$ cat src/rtl/uart_cmd_parser.sv
// Turns the UART receiver byte stream into SYNC/CMD/LEN/payload/XOR-checksum packets.
// Writes payload bytes to an external buffer and reports each packet as good or aborted.
module uart_cmd_parser #(
  parameter logic [7:0] SYNC_BYTE      = 8'hA5,
  parameter int         MAX_LEN        = 16,
  parameter int         TIMEOUT_CYCLES = 100000,
  localparam int        AW             = (MAX_LEN > 1) ? $clog2(MAX_LEN) : 1,
  localparam int        TW             = $clog2(TIMEOUT_CYCLES + 1)
) (
  input  logic          clk,
  input  logic          reset,
  input  logic [7:0]    rx_data,
  input  logic          rx_valid,
  input  logic          rx_frame_error,
  output logic          pay_we,
  output logic [AW-1:0] pay_addr,
  output logic [7:0]    pay_wdata,
  output logic [7:0]    cmd_out,
  output logic [7:0]    len_out,
  output logic          pkt_valid,
  output logic          pkt_error,
  output logic [1:0]    err_code,
  output logic          busy
);

  typedef enum logic [2:0] {
    ST_HUNT,
    ST_CMD,
    ST_LEN,
    ST_PAYLOAD,
    ST_CSUM
  } state_t;

  localparam logic [8:0]    MAX_LEN_W = 9'(MAX_LEN);
  localparam logic [TW-1:0] TMO_LIMIT = TW'(TIMEOUT_CYCLES);

  localparam logic [1:0] ERR_CSUM    = 2'd0;
  localparam logic [1:0] ERR_LENGTH  = 2'd1;
  localparam logic [1:0] ERR_FRAME   = 2'd2;
  localparam logic [1:0] ERR_TIMEOUT = 2'd3;

  state_t        state_q, state_d;
  logic [7:0]    csum_q, csum_d;
  logic [AW-1:0] idx_q, idx_d;
  logic [7:0]    cmd_sh_q, cmd_sh_d;
  logic [7:0]    len_sh_q, len_sh_d;
  logic [TW-1:0] tmo_q, tmo_d;
  logic          pay_we_q, pay_we_d;
  logic [AW-1:0] pay_addr_q, pay_addr_d;
  logic [7:0]    pay_wdata_q, pay_wdata_d;
  logic [7:0]    cmd_out_q, cmd_out_d;
  logic [7:0]    len_out_q, len_out_d;
  logic          pkt_valid_q, pkt_valid_d;
  logic          pkt_error_q, pkt_error_d;
  logic [1:0]    err_code_q, err_code_d;

  always_ff @(posedge clk or posedge reset) begin
    if (reset) begin
      state_q     <= ST_HUNT;
      csum_q      <= '0;
      idx_q       <= '0;
      cmd_sh_q    <= '0;
      len_sh_q    <= '0;
      tmo_q       <= '0;
      pay_we_q    <= 1'b0;
      pay_addr_q  <= '0;
      pay_wdata_q <= '0;
      cmd_out_q   <= '0;
      len_out_q   <= '0;
      pkt_valid_q <= 1'b0;
      pkt_error_q <= 1'b0;
      err_code_q  <= '0;
    end else begin
      state_q     <= state_d;
      csum_q      <= csum_d;
      idx_q       <= idx_d;
      cmd_sh_q    <= cmd_sh_d;
      len_sh_q    <= len_sh_d;
      tmo_q       <= tmo_d;
      pay_we_q    <= pay_we_d;
      pay_addr_q  <= pay_addr_d;
      pay_wdata_q <= pay_wdata_d;
      cmd_out_q   <= cmd_out_d;
      len_out_q   <= len_out_d;
      pkt_valid_q <= pkt_valid_d;
      pkt_error_q <= pkt_error_d;
      err_code_q  <= err_code_d;
    end
  end

  always_comb begin
    state_d     = state_q;
    csum_d      = csum_q;
    idx_d       = idx_q;
    cmd_sh_d    = cmd_sh_q;
    len_sh_d    = len_sh_q;
    pay_we_d    = 1'b0;
    pay_addr_d  = pay_addr_q;
    pay_wdata_d = pay_wdata_q;
    cmd_out_d   = cmd_out_q;
    len_out_d   = len_out_q;
    pkt_valid_d = 1'b0;
    pkt_error_d = 1'b0;
    err_code_d  = err_code_q;

    if (state_q == ST_HUNT || rx_valid) begin
      tmo_d = '0;
    end else begin
      tmo_d = tmo_q + TW'(1);
    end

    // Frame error beats a same-cycle byte; a byte beats the timeout deadline.
    if (state_q != ST_HUNT && rx_frame_error) begin
      state_d     = ST_HUNT;
      idx_d       = '0;
      pkt_error_d = 1'b1;
      err_code_d  = ERR_FRAME;
    end else if (rx_valid) begin
      unique case (state_q)
        ST_HUNT: begin
          if (rx_data == SYNC_BYTE) begin
            state_d = ST_CMD;
          end
        end
        ST_CMD: begin
          cmd_sh_d = rx_data;
          csum_d   = rx_data;
          state_d  = ST_LEN;
        end
        ST_LEN: begin
          len_sh_d = rx_data;
          csum_d   = csum_q ^ rx_data;
          if ({1'b0, rx_data} > MAX_LEN_W) begin
            state_d     = ST_HUNT;
            idx_d       = '0;
            pkt_error_d = 1'b1;
            err_code_d  = ERR_LENGTH;
          end else if (rx_data == 8'd0) begin
            state_d = ST_CSUM;
          end else begin
            state_d = ST_PAYLOAD;
          end
        end
        ST_PAYLOAD: begin
          pay_we_d    = 1'b1;
          pay_wdata_d = rx_data;
          pay_addr_d  = idx_q;
          csum_d      = csum_q ^ rx_data;
          if (8'(idx_q) == len_sh_q - 8'd1) begin
            state_d = ST_CSUM;
          end else begin
            idx_d = idx_q + AW'(1);
          end
        end
        ST_CSUM: begin
          state_d = ST_HUNT;
          idx_d   = '0;
          if (rx_data == csum_q) begin
            pkt_valid_d = 1'b1;
            cmd_out_d   = cmd_sh_q;
            len_out_d   = len_sh_q;
          end else begin
            pkt_error_d = 1'b1;
            err_code_d  = ERR_CSUM;
          end
        end
        default: begin
          state_d = ST_HUNT;
          idx_d   = '0;
        end
      endcase
    end else if (state_q != ST_HUNT && tmo_q == TMO_LIMIT) begin
      state_d     = ST_HUNT;
      idx_d       = '0;
      pkt_error_d = 1'b1;
      err_code_d  = ERR_TIMEOUT;
    end
  end

  assign pay_we    = pay_we_q;
  assign pay_addr  = pay_addr_q;
  assign pay_wdata = pay_wdata_q;
  assign cmd_out   = cmd_out_q;
  assign len_out   = len_out_q;
  assign pkt_valid = pkt_valid_q;
  assign pkt_error = pkt_error_q;
  assign err_code  = err_code_q;
  assign busy      = (state_q != ST_HUNT);

endmodule

$ cat config.mk
export PLATFORM = sky130hd
export DESIGN_NAME = uart_cmd_parser
export DESIGN_NICKNAME = d
export VERILOG_FILES = /design/src/rtl/uart_cmd_parser.sv
export SDC_FILE = /design/constraint.sdc
export NUM_CORES = 1
export LEC_CHECK = 0
export ABC_CLOCK_PERIOD_IN_PS = 3000
export CAP_MARGIN = 25
export CELL_PAD_IN_SITES_DETAIL_PLACEMENT = 1
export CELL_PAD_IN_SITES_GLOBAL_PLACEMENT = 1
export CORE_ASPECT_RATIO = 0.9
export CORE_MARGIN = 5
export CORE_UTILIZATION = 44
export CTS_CLUSTER_SIZE = 16
export DETAILED_ROUTE_END_ITERATION = 6
export MAX_ROUTING_LAYER = met4
export PLACE_DENSITY = 0.77
export SYNTH_ARGS = -nofsm -noshare
export SYNTH_HDL_FRONTEND = slang
export SYNTH_SLANG_ARGS = --single-unit
$ cat constraint.sdc
create_clock -name clk -period 3 [get_ports clk]
set_input_delay 0.6 -clock clk [delete_from_list [all_inputs] [get_ports clk]]
set_output_delay 0.6 -clock clk [all_outputs]
set_load 0.005 [all_outputs]
### Yosys cells after proc, flatten, opt, wreduce, memory -nomap -nowiden

Cells that the tools add are included.

| storage, ports and cells | value |
|---|---|
| output and inout port bits | 34 |
| input port bits | 12 |
| flip-flop bits (word level) | 81 |

| operators by class | value |
|---|---|
| magnitude comparators | 1 |
| add/sub/neg operators | 3 |
| bitwise logic cells | 2 |
| multiplexer cells | 35 |
| equal/unequal tests | 15 |
| reduce and logical (&&, ||, !) cells | 18 |

Operator list:

| operator | count |
|---|---|
| $mux W3 | 7 |
| $mux W4 | 5 |
| $add A17 B1 Y17 const B | 1 |
| $eq A17 B17 Y1 const B | 1 |
| $mux W17 | 1 |
| $ne A4 B4 Y1 const B | 4 |
| $pmux W8 S2 | 1 |
| $reduce_and A3 Y1 | 5 |
| $mux W1 | 12 |
| $pmux W3 S4 | 1 |
| $pmux W4 S3 | 1 |
| $reduce_and A4 Y1 | 3 |
| $mux W2 | 5 |
| $eq A4 B8 Y1 | 1 |
| $eq A8 B8 Y1 | 1 |
| $eq A8 B8 Y1 const B | 1 |
| $gt A8 B5 Y1 const B | 1 |
| $logic_not A8 Y1 | 1 |
| $sub A8 B1 Y8 const B | 1 |
| $xor A8 B8 Y8 | 1 |
| $eq A3 B2 Y1 const B | 2 |
| $reduce_bool A3 Y1 | 2 |
| $add A4 B1 Y4 const B | 1 |
| $ne A4 B1 Y1 const B | 1 |
| 12 further kinds | 14 |

### Longest topological paths before layout

| logic depth | value |
|---|---|
| depth in word-level cells | 6 |
| mapped depth | 8 |
| mapped depth without buffers | 8 |

### Worst setup path before layout

Ideal clock, no wire load.

| path | value |
|---|---|
| kind | input port to flip-flop |
| start | input port rx_data[3] |
| end | register cmd_out_q[0], in the netlist cmd_out[0] |
| data arrival time | 2263 ps |
| data required time | 2875 ps |
| cell stages on the path | 6 |
| slack | 613 ps |
| cells stage by stage | clkbuf_1 -> xnor2_1 -> nand4_1 -> nor3_2 -> clkbuf_1 -> mux2_2 |

| between the ends | value |
|---|---|
| word-level cells in the longest chain between the ends | 2 |

RTL lines:

| what | RTL line | RTL |
|---|---|---|
| start: declaration | 12 | `input logic [7:0] rx_data,` |
| $eq A8 B8 Y1 | 158 | `if (rx_data == csum_q) begin` |
| $reduce_and A4 Y1 (no line) | - |  |
| end signal: assignment | 83 | `cmd_out_q <= cmd_out_d;` |
| end: declaration | 51 | `logic [7:0] cmd_out_q, cmd_out_d;` |

No other way between the ends.
A chain may end at the register's enable or synchronous reset.

### Worst setup path in the final report

| path | value |
|---|---|
| start | register tmo_q[13] |
| end | register idx_q[0] |

| between the ends | value |
|---|---|
| word-level cells in the longest chain between the ends | 4 |

RTL lines:

| what | RTL line | RTL |
|---|---|---|
| start: declaration | 47 | `logic [TW-1:0] tmo_q, tmo_d;` |
| start signal: assignment | 79 | `tmo_q <= tmo_d;` |
| $eq A17 B17 Y1 | 172 | `end else if (state_q != ST_HUNT && tmo_q == TMO_LIMIT) begin` |
| $logic_and A1 B1 Y1 | 172 |  |
| $reduce_bool A3 Y1 (no line) | - |  |
| $reduce_and A4 Y1 (no line) | - |  |
| end signal: assignment | 76 | `idx_q <= idx_d;` |
| end: declaration | 44 | `logic [AW-1:0] idx_q, idx_d;` |

No other way between the ends.

==> metrics.yaml <==
yosys:
  netlist_area_sq_um: 3920
  synth_seq_cells: 81
  yosys_most_used_dff: "dfrtp_1"
  synth_cells: 376
  syn_nets: 392
  synth_edf_count: 0
  yosysSeqAreaShare_pct: 51.71
  async_flop_share_pct: 100.0
  yosysWarnings: 0
  synth_cell_types: 51
  synth_area_per_cell_sq_um: 10.43
placed_design:
  dpl.hpwl_um: 6726
  port_buffers: 45
  place_congestion: 0.8621
  placed_area_sq_um: 4533
  place_ws_ps: 121.4
timing:
  slew_headroom_pct: 53.64
  period_share_pct: 83.77
  hold_viol: 0
  max_freq_mhz: 397.9
  setup_ws_ps: 486.9
  maxSlewViolCount: 0
  min_period_ps: 2513
  setup_viol: 0
  tns_ps: 0
  rsz0062_at_grt: "no"
  fin_skew_ps: 8.206
  worst_pin_slew_ps: 695.4
global_routing:
  antenna_found_initial: 0
  grt-ovfl-total: 0
  grt_pass1_wl_um: 15410
  grt_pass1_vias: 3099
  grtUsageTotal_pct: 18.48
  grt_max_degree: 49
clock_network:
  cts.path.max_buffers: 2
  cts_root_buf: "clkbuf_8"
  cts.sinks: 81
  clock_latency_ps: 360
  postCtsSetupBuffers: 0
  ctsResizeCount: 0
  tritoncts: "yes"
  path_clk_slew_ps: 80
  h-tree-depth: 3
  cts_buffers: 9
  hold_buffers: 0
routing:
  drc: 0
  wl_met2_um: 4601
  vias_per_cell: 5.420
  drtIter0Drc: 83
  m1WireLength_um: 4282
  routed_wl_um: 9207
  vias: 2970
  routedWlPerCell_um: 16.80
  route.met3.wl_um: 252
  first_pass_iters: 4
  dr.max_layer_used: "met4"
  ant_nets: 0
cells_and_area:
  drive_above_1_share_pct: 16.78
  syn2layout_area_growth_pct: 19.76
  design_area_sq_um: 4695
  final_nets: 441
  final_util_pct: 54.28
  diodes: 0
floorplanning:
  dieArea_sq_um: 10900
  die_w_um: 109.5
  core_area_sq_um: 8648
  std_cell_rows: 32
  io_pins: 46
  initial_core_util_pct: 45.33
  die_h_um: 99.55
critical_path:
  worstSetupPathType: "flip-flop to flip-flop"
  cp.required_ps: 3240
  cp.arrival_ps: 2760
  cp_max_fo: 5
  cpPeakStageDelay_ps: 530
  crit_family: "compound AO/OA/AOI/OAI gates"
  crit_slowest_cell: "or4_1"
  crit_buf_inv: 0
  reg2reg_depth: 6
  start_kind: "flip-flop"
  critPathCaptureType: "flip-flop"
  r2r-end: "idx_q[0]$_DFFE_PP0P_"
  cp_cell_sequence: "or4_1 > o41a_1 > a31oi_4 > o221ai_2 > nor2_1 > mux2_2"
  r2r_setup_slack_ps: 490
  r2r_start: "tmo_q[13]$_DFF_PP0_"
hold_path:
  min_path_cells: 2
  hold_end: "pay_addr[2]$_DFFE_PP0P_"
  min_from: "pay_addr[2]$_DFFE_PP0P_"
  worstHoldPathType: "flip-flop to flip-flop"
pwr:
  p_leak_uw: 0.002015
  vdd_drop_max_v: 0.0003279
  p_per_area_nw_per_um2: 724.2
run:
  maxCapViolations: 0
run_status:
  status: "completed"
## registers in the layout, summed over array words and instances, names as in the netlist
| name | count |
|---|---|
| pay_we | 1 |
| tmo_q | 17 |
| cmd_out | 8 |
| pay_wdata | 8 |
| pay_addr | 4 |
| csum_q | 8 |
| len_out | 8 |
| len_sh_q | 8 |
| state_q | 3 |
| pkt_error | 1 |
| idx_q | 4 |
| err_code | 2 |
| cmd_sh_q | 8 |
| pkt_valid | 1 |
## how the worst max path moves through the flow
stage | slack [ps] | depth (start not counted) | start | to
after CTS | 460 | 6 | tmo_q[13]$_DFF_PP0_ | idx_q[0]$_DFFE_PP0P_
final | 490 | 6 | tmo_q[13]$_DFF_PP0_ | idx_q[0]$_DFFE_PP0P_
after floorplan | 320 | 1 | reset | cmd_out[0]$_DFFE_PP0P_
after global routing | 340 | 3 | state_q[2]$_DFFE_PP0P_ | busy
after global placement | 150 | 7 | rx_frame_error | idx_q[0]$_DFFE_PP0P_
after detailed placement | 120 | 7 | rx_frame_error | idx_q[0]$_DFFE_PP0P_
## synthesized netlist by cell type, types with 3 or more instances
| library cell | number | share of area [%] |
|---|---|---|
| xor2_1 | 9 | 2.0 |
| a21oi_1 | 24 | 3.1 |
| mux2_2 | 31 | 8.9 |
| nor2_1 | 24 | 2.3 |
| nand4b_1 | 6 | 1.3 |
| nand3_1 | 16 | 2.0 |
| nand2b_1 | 4 | 0.64 |
| nand2_1 | 52 | 5.0 |
| buf_6 | 3 | 0.86 |
| o21ai_0 | 19 | 2.4 |
| or3_1 | 5 | 0.80 |
| nor3_1 | 8 | 1.0 |
| ha_1 | 4 | 1.3 |
| o211ai_1 | 3 | 0.57 |
| buf_2 | 3 | 0.38 |
| inv_1 | 14 | 1.3 |
| dfrtp_1 | 81 | 52 |
| clkbuf_1 | 14 | 1.3 |
| xnor2_1 | 14 | 3.1 |
| nand4_1 | 7 | 1.1 |
## kinds of logic after synthesis
group | synth area share (%)
xor+xnor | 5.139
compound gates | 10.18
simple gates | 18.13
mux | 9.543
fa+ha+maj | 1.277
flops | 51.71
buf+inv | 4.021
## cell usage in the layout, fill, tap and decap left out, types with 2 or more instances in the layout
| cell type | instances |
|---|---|
| nand4_1 | 7 |
| ha_1 | 4 |
| o211ai_1 | 3 |
| nand2b_1 | 4 |
| nand4b_1 | 6 |
| clkbuf_8 | 9 |
| clkinv_2 | 3 |
| inv_1 | 13 |
| xor2_1 | 9 |
| a21oi_1 | 24 |
| clkdlybuf4s50_1 | 45 |
| nand3_1 | 16 |
| or3_1 | 5 |
| o2bb2ai_1 | 2 |
| mux2_2 | 31 |
| or4_1 | 2 |
| clkinvlp_4 | 2 |
| nor3_1 | 8 |
| o21ai_0 | 19 |
| and2b_1 | 2 |
| buf_4 | 13 |
| xnor2_1 | 14 |
| dfrtp_1 | 81 |
| nand2_1 | 52 |
| and3_1 | 2 |
| nor2_1 | 24 |
## worst min-delay path: cells and delay by family, from the launching register on
kind	cells	cell delay (ps)
flops	1	350
simple gates	2	100
## layer usage
layer	global-route usage [%]	up-vias
met5	-	-
met4	4.027	0
met3	4.737	9
met2	29.47	38
met1	23.81	1525
li1	-	1398
## metrics by stage
| step | hold WS [ps] | total power [uW] | instances |
|---|---|---|---|
| floorplan | 468.4 | 2307 | 376 |
| global placement | 458.0 | 2675 | 533 |
| detailed placement | 475.1 | 2744 | 533 |
| CTS | 495.7 | 3446 | 548 |
| global route | 519.5 | 3633 | 548 |
| finish | 486.9 | 3400 | 548 |
## power by group
group          total, uW  internal, uW  switching [uW]
Sequential          1610          1350             252
Combinational       1100           562             540
Clock                692           295             397
## layout make-up
type                       count  area [sq um]
fill                         985          3954
sequential                    81          2027
multi-input combinational    260          1735
timing repair buffer          59         568.0
tap                          119         148.9
clock buffer                  10         127.6
inverter                      14         53.80
clock inverter                 5         33.78
(Power assumes the default switching activity.)
